<file path="src/rtl/photo_pulse_scheduler.sv">
// photo_pulse_scheduler: periodic calibration-pulse scheduler driving the photo selector TRIG
// Ports: CLK/RESET (sync, active-high); DIN with WR_PERIOD/WR_CTRL strobes program period and
// run/abort/burst; BUSY_IN holds off a due trigger; TRIG_OUT is the registered trigger;
// DO = {2'b0, done, running, state[3:0], deferrals[7:0], pulses[15:0]}.
module photo_pulse_scheduler #(
   parameter int PERIOD_W = 24,
   parameter int TRIG_W   = 4,
   parameter int CNT_W    = 16
) (
   input  logic        CLK,
   input  logic        RESET,
   input  logic [31:0] DIN,
   input  logic        WR_PERIOD,
   input  logic        WR_CTRL,
   input  logic [2:0]  BUSY_IN,
   output logic        TRIG_OUT,
   output logic [31:0] DO
);
   localparam int TCW = (TRIG_W > 1) ? $clog2(TRIG_W) : 1;
   typedef enum logic [3:0] {S_IDLE = 4'b0001, S_WAIT = 4'b0010, S_HOLD = 4'b0100, S_FIRE = 4'b1000} state_t;
   state_t              r_state;
   state_t              w_next;
   logic [PERIOD_W-1:0] r_period;
   logic [PERIOD_W-1:0] r_cnt;
   logic [CNT_W-1:0]    r_burst;
   logic [CNT_W-1:0]    r_pulses;
   logic [7:0]          r_defer;
   logic [TCW-1:0]      r_tcnt;
   logic                r_running;
   logic                r_done;
   logic                r_trig;
   logic                r_quit;
   logic                w_start;
   logic                w_quit;
   logic                w_last;
   logic                w_bend;
   logic [PERIOD_W-1:0] w_per;
   logic [PERIOD_W-1:0] w_reload;
   assign w_start  = WR_CTRL && DIN[0] && !DIN[1];
   assign w_quit   = WR_CTRL && (DIN[1] || !DIN[0]);
   assign w_last   = r_tcnt == TCW'(TRIG_W - 1);
   assign w_bend   = (r_burst != '0) && (r_pulses == r_burst);
   // a period written in the same cycle as a reload is the one that reload uses
   assign w_per    = WR_PERIOD ? DIN[PERIOD_W-1:0] : r_period;
   assign w_reload = (w_per == '0) ? '0 : w_per - PERIOD_W'(1);
   always_comb begin
      w_next = S_IDLE;
      case (r_state)
         S_IDLE: w_next = w_start ? S_WAIT : S_IDLE;
         S_WAIT: w_next = w_quit ? S_IDLE : (r_cnt != '0) ? S_WAIT : (BUSY_IN != '0) ? S_HOLD : S_FIRE;
         S_HOLD: w_next = w_quit ? S_IDLE : (BUSY_IN != '0) ? S_HOLD : S_FIRE;
         // a quit seen during FIRE only takes effect once the full high time is out
         S_FIRE: w_next = !w_last ? S_FIRE : (r_quit || w_quit || w_bend) ? S_IDLE : S_WAIT;
         default: w_next = S_IDLE;
      endcase
   end
   always_ff @(posedge CLK) begin
      if (RESET) begin
         r_state   <= S_IDLE;
         r_trig    <= 1'b0;
         r_period  <= '0;
         r_cnt     <= '0;
         r_burst   <= '0;
         r_pulses  <= '0;
         r_defer   <= '0;
         r_tcnt    <= '0;
         r_running <= 1'b0;
         r_done    <= 1'b0;
         r_quit    <= 1'b0;
      end else begin
         r_state <= w_next;
         r_trig  <= w_next == S_FIRE;
         r_tcnt  <= (r_state == S_FIRE) ? r_tcnt + TCW'(1) : '0;
         r_quit  <= (r_state == S_FIRE) && (w_next == S_FIRE) && (r_quit || w_quit);
         if (WR_PERIOD)
            r_period <= DIN[PERIOD_W-1:0];
         if (w_next == S_WAIT)
            r_cnt <= (r_state == S_WAIT) ? r_cnt - PERIOD_W'(1) : w_reload;
         if (r_state == S_IDLE && w_start) begin
            r_burst   <= DIN[16 +: CNT_W];
            r_pulses  <= '0;
            r_defer   <= '0;
            r_done    <= 1'b0;
            r_running <= 1'b1;
         end
         if (w_next == S_FIRE && r_state != S_FIRE)
            r_pulses <= r_pulses + CNT_W'(1);
         if (w_next == S_HOLD && r_state == S_WAIT && r_defer != 8'hff)
            r_defer <= r_defer + 8'd1;
         if (w_next == S_IDLE && r_state != S_IDLE) begin
            r_running <= 1'b0;
            r_done    <= (r_state == S_FIRE) && w_bend && !r_quit && !w_quit;
         end
      end
   end
   assign TRIG_OUT = r_trig;
   assign DO = {2'b00, r_done, r_running, r_state, r_defer, 16'(r_pulses)};
endmodule
</file>
<file path="config.mk">
export PLATFORM = sky130hd
export DESIGN_NAME = photo_pulse_scheduler
export DESIGN_NICKNAME = d
export VERILOG_FILES = /design/src/rtl/photo_pulse_scheduler.sv
export SDC_FILE = /design/constraint.sdc
export NUM_CORES = 1
export LEC_CHECK = 0
export CELL_PAD_IN_SITES_DETAIL_PLACEMENT = 1
export CELL_PAD_IN_SITES_GLOBAL_PLACEMENT = 1
export CORE_MARGIN = 2
export CORE_UTILIZATION = 45
export CTS_BUF_LIST = sky130_fd_sc_hd__clkbuf_4 sky130_fd_sc_hd__clkbuf_8
export CTS_CLUSTER_DIAMETER = 100
export DETAILED_ROUTE_END_ITERATION = 12
export PLACE_DENSITY_LB_ADDON = 0.1
export SYNTH_ARGS = -nofsm -noshare
export SYNTH_HDL_FRONTEND = slang
export SYNTH_SLANG_ARGS = --single-unit
</file>
<file path="constraint.sdc">
create_clock -name CLK -period 7.7 [get_ports CLK]
set_input_delay 1.54 -clock CLK [delete_from_list [all_inputs] [get_ports CLK]]
set_output_delay 1.54 -clock CLK [all_outputs]
set_load 0.02 [all_outputs]
</file>
# After elaboration in Yosys (flattened, before gate mapping)
# Cells that the tools add are included.
# Widths: inputs -> output; s select.
# op_classes
mux	17
n_reduce_logical	30
eq_ne	13
bitwise_logic	1
addsub	5
# ops
cell	count
$mux 24	3
$sub 24x1->24 const B	2
$mux 16	2
$logic_not 24->1	1
$reduce_bool 24->1	1
$mux 4	5
$add 16x1->16 const B	1
$eq 16x16->1	1
$mux 8	2
$pmux 4 s4	1
$reduce_bool 16->1	1
$logic_and 1x1->1	14
$add 8x1->8 const B	1
$eq 4x1->1 const B	2
$eq 4x2->1 const B	2
$eq 4x3->1 const B	2
$eq 4x4->1 const B	2
$ne 8x8->1 const B	1
$reduce_bool 2->1	3
$logic_not 1->1	4
$mux 2	2
$ne 4x1->1 const B	1
$ne 4x4->1 const B	1
$reduce_or 2->1	2
6 further kinds	9
# word_totals
input_bits	39
out_inout_bits	33
register_bits	98

# Logic depth before layout (Yosys ltp)
# logic_depth
ltp_word	12
depth_mapped	13
mapped_depth_nobuf	10

# Worst setup path after synthesis
# OpenSTA, ideal clock, no wires.
# synth_timing
path_kind	in2reg
startpoint	input port WR_PERIOD
endpoint	register r_cnt[14]
required_ns	7.567
stages	13
setup_slack_ns	3.056
arrival_time_ns	4.511
n_path_buf	4
cell_sequence	buf_2 -> buf_1 -> buf_2 -> mux2i_1 -> ha_1 -> nor4bb_1 -> o21ai_1 -> or3_1 -> nor2_1 -> nor2_1 -> buf_2 -> a32oi_1 -> o22ai_1
# synth_between
elab_chain_len	4
elab_cells_between_ends	5
cone_classes	add/sub: 1; mux: 3; reduce/logical: 1
# synth_lines
item	line	source
from (decl)	13	input logic WR_PERIOD,
$mux 24 *	-	
$sub 24x1->24 / $logic_not 24->1 (equally long branches)	45	assign w_reload = (w_per == '0) ? '0 : w_per - PERIOD_W'(1);
$mux 24 *	45	
$mux 24 *	78	r_cnt <= (r_state == S_WAIT) ? r_cnt - PERIOD_W'(1) : w_reload;
to (signal assigned)	78	
to (decl)	24	logic [PERIOD_W-1:0] r_cnt;
# Mark *: on every way between the ends. The rest lies on a longest branch, timed or not.
# A chain may end at the register's enable or synchronous reset.

# Worst setup path after layout
# layout_timing
startpoint	input port WR_PERIOD
endpoint	register r_cnt[23]
# The elaborated chain is that of the path after synthesis.

==> results list <==
- The core region is between 10000 and 15000 sq um.
- Residual DRC: 0
- In this run the worst path has a maximum fanout of 50.
- Once the floorplan was initialized, standard cells occupied 46.66% of the core.
- Fraction of post-synthesis cell area in the top cell type by area: a little over a third
* Area of the die: 12880 sq um
- Antenna violations before repair: 0
* Worst Min Path Start: r_tcnt[0]
- Yosys mapped a number of flops with a built-in enable equal to 0.
- OpenSTA, run right after detailed placement, puts the worst setup slack at 2.473 ns.
* Number of cell rows: 39
- Endpoint, Worst Hold: r_tcnt[0]
* Half-perimeter wire length after detailed placement: 11560 um
- Layout overhead on the synthesized area: 17.04%
- In this run, flip-flops and latches consume around 48% of the power.
- The tool flagged a number of max-cap violations equal to 0.
- Power density over the cells: 179.5 nW/um^2
* Largest area contributor in the synthesized netlist: sky130_fd_sc_hd__dfxtp_1
- After the first detailed-routing iteration, the DRC count stood at between 300 and 400.
- Along the worst hold path, the cell count comes to 1.
- Post-CTS repair changed the size of 0 cells.
- For the pin with the worst max-slew slack, the measured transition is ~1.0 ns.
- Portion of the clock cycle consumed by the worst path in the final layout: between 60% and 70%
* Antenna-violating nets left: 0
- For the worst setup path, the data arrival time is about 5.2 ns.
* Wire length of the first global-routing pass: 26710 um
- Summed over all layers, the routed wires come to around 16000 um.
- Switching power total: 0.3517 mW
- Synth Flop Type: sky130_fd_sc_hd__dfxtp_1
* Post-synthesis cell area: 5396 sq um
- Startpoint kind of the worst setup timing path: primary input
- Number of nets in the layout: 771
* Element type at the critical path end: flop
* Reg2Reg Setup Slack: 4.34 ns
- The number of global-route vias before repair is approximately 5400.
- The share of total power dissipated in combinational logic is between 20% and 30%.
* Num ports: 72
* Count of TritonRoute iterations in the first routing pass: 4
- The endpoint identified for the worst register-to-register timing path is r_cnt[19].
- The post-route netlist has roughly 5.1% of its cells at a drive strength greater than 1.
- Sorting the synthesized cells by area gives the leading types as sky130_fd_sc_hd__dfxtp_1, sky130_fd_sc_hd__nor2_1, sky130_fd_sc_hd__nand2_1.
- Each instance of the synthesized netlist takes up on average between 7 and 8 sq um.
* Unique masters post-synth: 64
- Across the VDD grid, the largest voltage drop is 0.0001230 V.
* Leakage power summed over all cells: 2.354 nW
- Die width: 113.5 um
* Worst min path class: flop to flop
- CP required: 8.00 ns
- Cts bufs inserted: 9
- Post-CTS timing repair inserted 0 buffers for setup.
* Share of total power consumed by net switching: 31.01%
- Fraction of registers with async set/reset: 0%
- Layout filler cell count: 1440
- R2r worst-path depth: 10
* Via density: 5.954
- Clock tree from TritonCTS: yes
* Finished layout cell area: about 6300 sq um
- Relative contribution of the clock network to total power: 30.9%
- Post-Synthesis Cells: 677
- CTS placed an instance of sky130_fd_sc_hd__clkbuf_8 at the clock tree root.
* Clock-pin slew on the worst setup and hold paths: 0.10 ns
- Clock latency on the worst-skew pair, taken at its later pin, is 0.38 ns.
- Unrepaired setup endpoints after global routing: false
* Die height: 113.5 um
* Final Wtd Congestion: 0.8598
- For this run, the top clock speed supported by timing is 206.1 MHz.
- The worst path meets setup with 2.848 ns of slack.
* GRT Util Overall: 25.71%
- Adding up every negative setup slack in the final design gives 0 ns.
- In the final routed layout, each cell accounts on average for 18.19 um.
* Sequential fraction of the synthesis area: about 36%
* Int Power: 0.7823 mW
- Number of hold-repair buffers added at the cts stage: 0
- Standard cell area after detailed placement: 6113 sq um
- Buffers placed on the I/O ports in this run total 69.
- The flow ran to the end, and the final reports show no timing, DRC or antenna violations.
- H-tree levels: 3
- Ant. Diodes: 0
- The critical path in this run is classified as primary input to flop.
* Leading cell type by number of instances after synthesis: sky130_fd_sc_hd__dfxtp_1
- The Yosys step of the flow raised 0 warnings.
- Fin crit period: 4.852 ns
- The count of final hold-check violations is 0.
- Total power for the finished layout comes to between 1 and 1.5 mW.
- The max-slew violation count is 0.
- Setup violations remaining at the end of the flow were counted as 0.
- Global routing finished with a remaining overflow of 0.
- For this block, the via count after detailed routing is 5204.
- In the synthesized netlist, the cells that appear most often are sky130_fd_sc_hd__dfxtp_1, sky130_fd_sc_hd__nor2_1, sky130_fd_sc_hd__nand2_1.
* Slew headroom: 30.01%
- After synthesis the netlist holds a flip-flop and latch count of 98.
* Clock Sinks: 98
* Skew final: 0.01519 ns
* Largest buffer count on any clock path: 2
* Pin count of the biggest net entering global routing: 68
- The startpoint identified for the worst register-to-register timing path is r_cnt[0].
flip-flops by register name, indices dropped and copies added, names as in the netlist:
name,cells
r_period,24
r_done,1
r_defer,8
r_cnt,24
r_pulses,16
r_burst,16
r_running,1
r_tcnt,2
TRIG_OUT,1
r_state,4
r_quit,1
power groups by stage:
stage	Clock [mW]	Combinational, mW	Sequential, mW
after floorplan	0	0.165	0.554
after global placement	0	0.227	0.557
after detailed placement	0	0.234	0.559
after CTS	0.362	0.236	0.547
after global routing	0.381	0.259	0.550
final	0.351	0.236	0.547
layer usage:
metal | routed length (um) | GRT usage (%)
met1 | 6801 | 30.93
met2 | 8046 | 45.63
met3 | 570 | 5.048
met4 | 480 | 9.350
met5 | 0 | 0
kinds of logic (layout without fill, tap and decap cells):
family                   Yosys count  after routing  share of synthesized area, %
AND/OR/NAND/NOR                  295            295                         27.82
AO/OA/AOI/OAI                    161            161                         18.18
flip-flops                        98             98                         36.36
buffers and inverters             45             98                         3.965
XOR/XNOR                          42             42                         6.817
multiplexers                      30             30                         5.634
adder cells (fa/ha/maj)            5              5                         1.159
other                              1              2                       0.06949
per-stage QoR:
step                std cells  hold WS (ns)  utilization, %
finish                    874        0.4418           54.61
global route              874        0.4708           54.61
CTS                       874        0.4459           54.61
detailed placement        859        0.4317           52.86
global placement          859        0.4076           52.86
floorplan                 678        0.3975               -
cells in the final DEF, fill, tap and decap left out, types with 3 or more instances in the layout:
cell type                          n
sky130_fd_sc_hd__o22ai_1          17
sky130_fd_sc_hd__nand2b_1          5
sky130_fd_sc_hd__nand2_1          76
sky130_fd_sc_hd__mux2i_1          27
sky130_fd_sc_hd__clkdlybuf4s50_1  67
sky130_fd_sc_hd__nor4b_1           7
sky130_fd_sc_hd__dfxtp_1          98
sky130_fd_sc_hd__nor2b_1           5
sky130_fd_sc_hd__nor3b_1           6
sky130_fd_sc_hd__o21ai_1           7
sky130_fd_sc_hd__a31oi_1           7
sky130_fd_sc_hd__o21ai_0          41
sky130_fd_sc_hd__and3_1           11
sky130_fd_sc_hd__xnor2_1          14
sky130_fd_sc_hd__o211ai_1          4
sky130_fd_sc_hd__and2_1            9
sky130_fd_sc_hd__inv_1            10
sky130_fd_sc_hd__nand4b_1          3
sky130_fd_sc_hd__nor2_1           85
sky130_fd_sc_hd__ha_1              5
sky130_fd_sc_hd__a211oi_1          3
sky130_fd_sc_hd__nand3_1          24
sky130_fd_sc_hd__nor3_1           23
sky130_fd_sc_hd__xor2_1           28
sky130_fd_sc_hd__o31ai_1           8
sky130_fd_sc_hd__buf_4             4
sky130_fd_sc_hd__a21oi_1          51
sky130_fd_sc_hd__nor4_1           21
sky130_fd_sc_hd__mux2_2            3
sky130_fd_sc_hd__clkbuf_8         11
sky130_fd_sc_hd__a22oi_1           6
worst max-delay path: stages:
cell	delay, ns
sky130_fd_sc_hd__buf_2	0.77
sky130_fd_sc_hd__mux2i_1	0.30
sky130_fd_sc_hd__ha_1	0.31
sky130_fd_sc_hd__nor4b_1	0.17
sky130_fd_sc_hd__o21ai_1	0.54
sky130_fd_sc_hd__or3_1	0.27
sky130_fd_sc_hd__nor2_1	0.08
sky130_fd_sc_hd__nor2_1	0.80
sky130_fd_sc_hd__a22oi_1	0.15
sky130_fd_sc_hd__o21ai_0	0.21
layout make-up:
type	count	area, sq um	share of cell area, %
clock buffers	11	151.4	2.397
inverters	10	37.54	0.5943
repair buffers	73	710.7	11.25
multi-input cells	535	3224	51.05
flip-flops and latches	98	1962	31.06
clock inverters	4	51.30	0.8122
well taps	143	178.9	2.833
worst max path at each step:
stage / slack (ns) / from / cells past startpoint / end
global placement: 2.71 / WR_PERIOD / 10 / r_cnt[18]
finish: 2.85 / WR_PERIOD / 10 / r_cnt[23]
global route: 2.49 / WR_PERIOD / 10 / r_cnt[18]
CTS: 2.89 / WR_PERIOD / 10 / r_cnt[18]
detailed placement: 2.47 / WR_PERIOD / 10 / r_cnt[18]
floorplan: 3.06 / WR_PERIOD / 13 / r_cnt[14]
No activity file was read; power rests on OpenSTA's default activity.
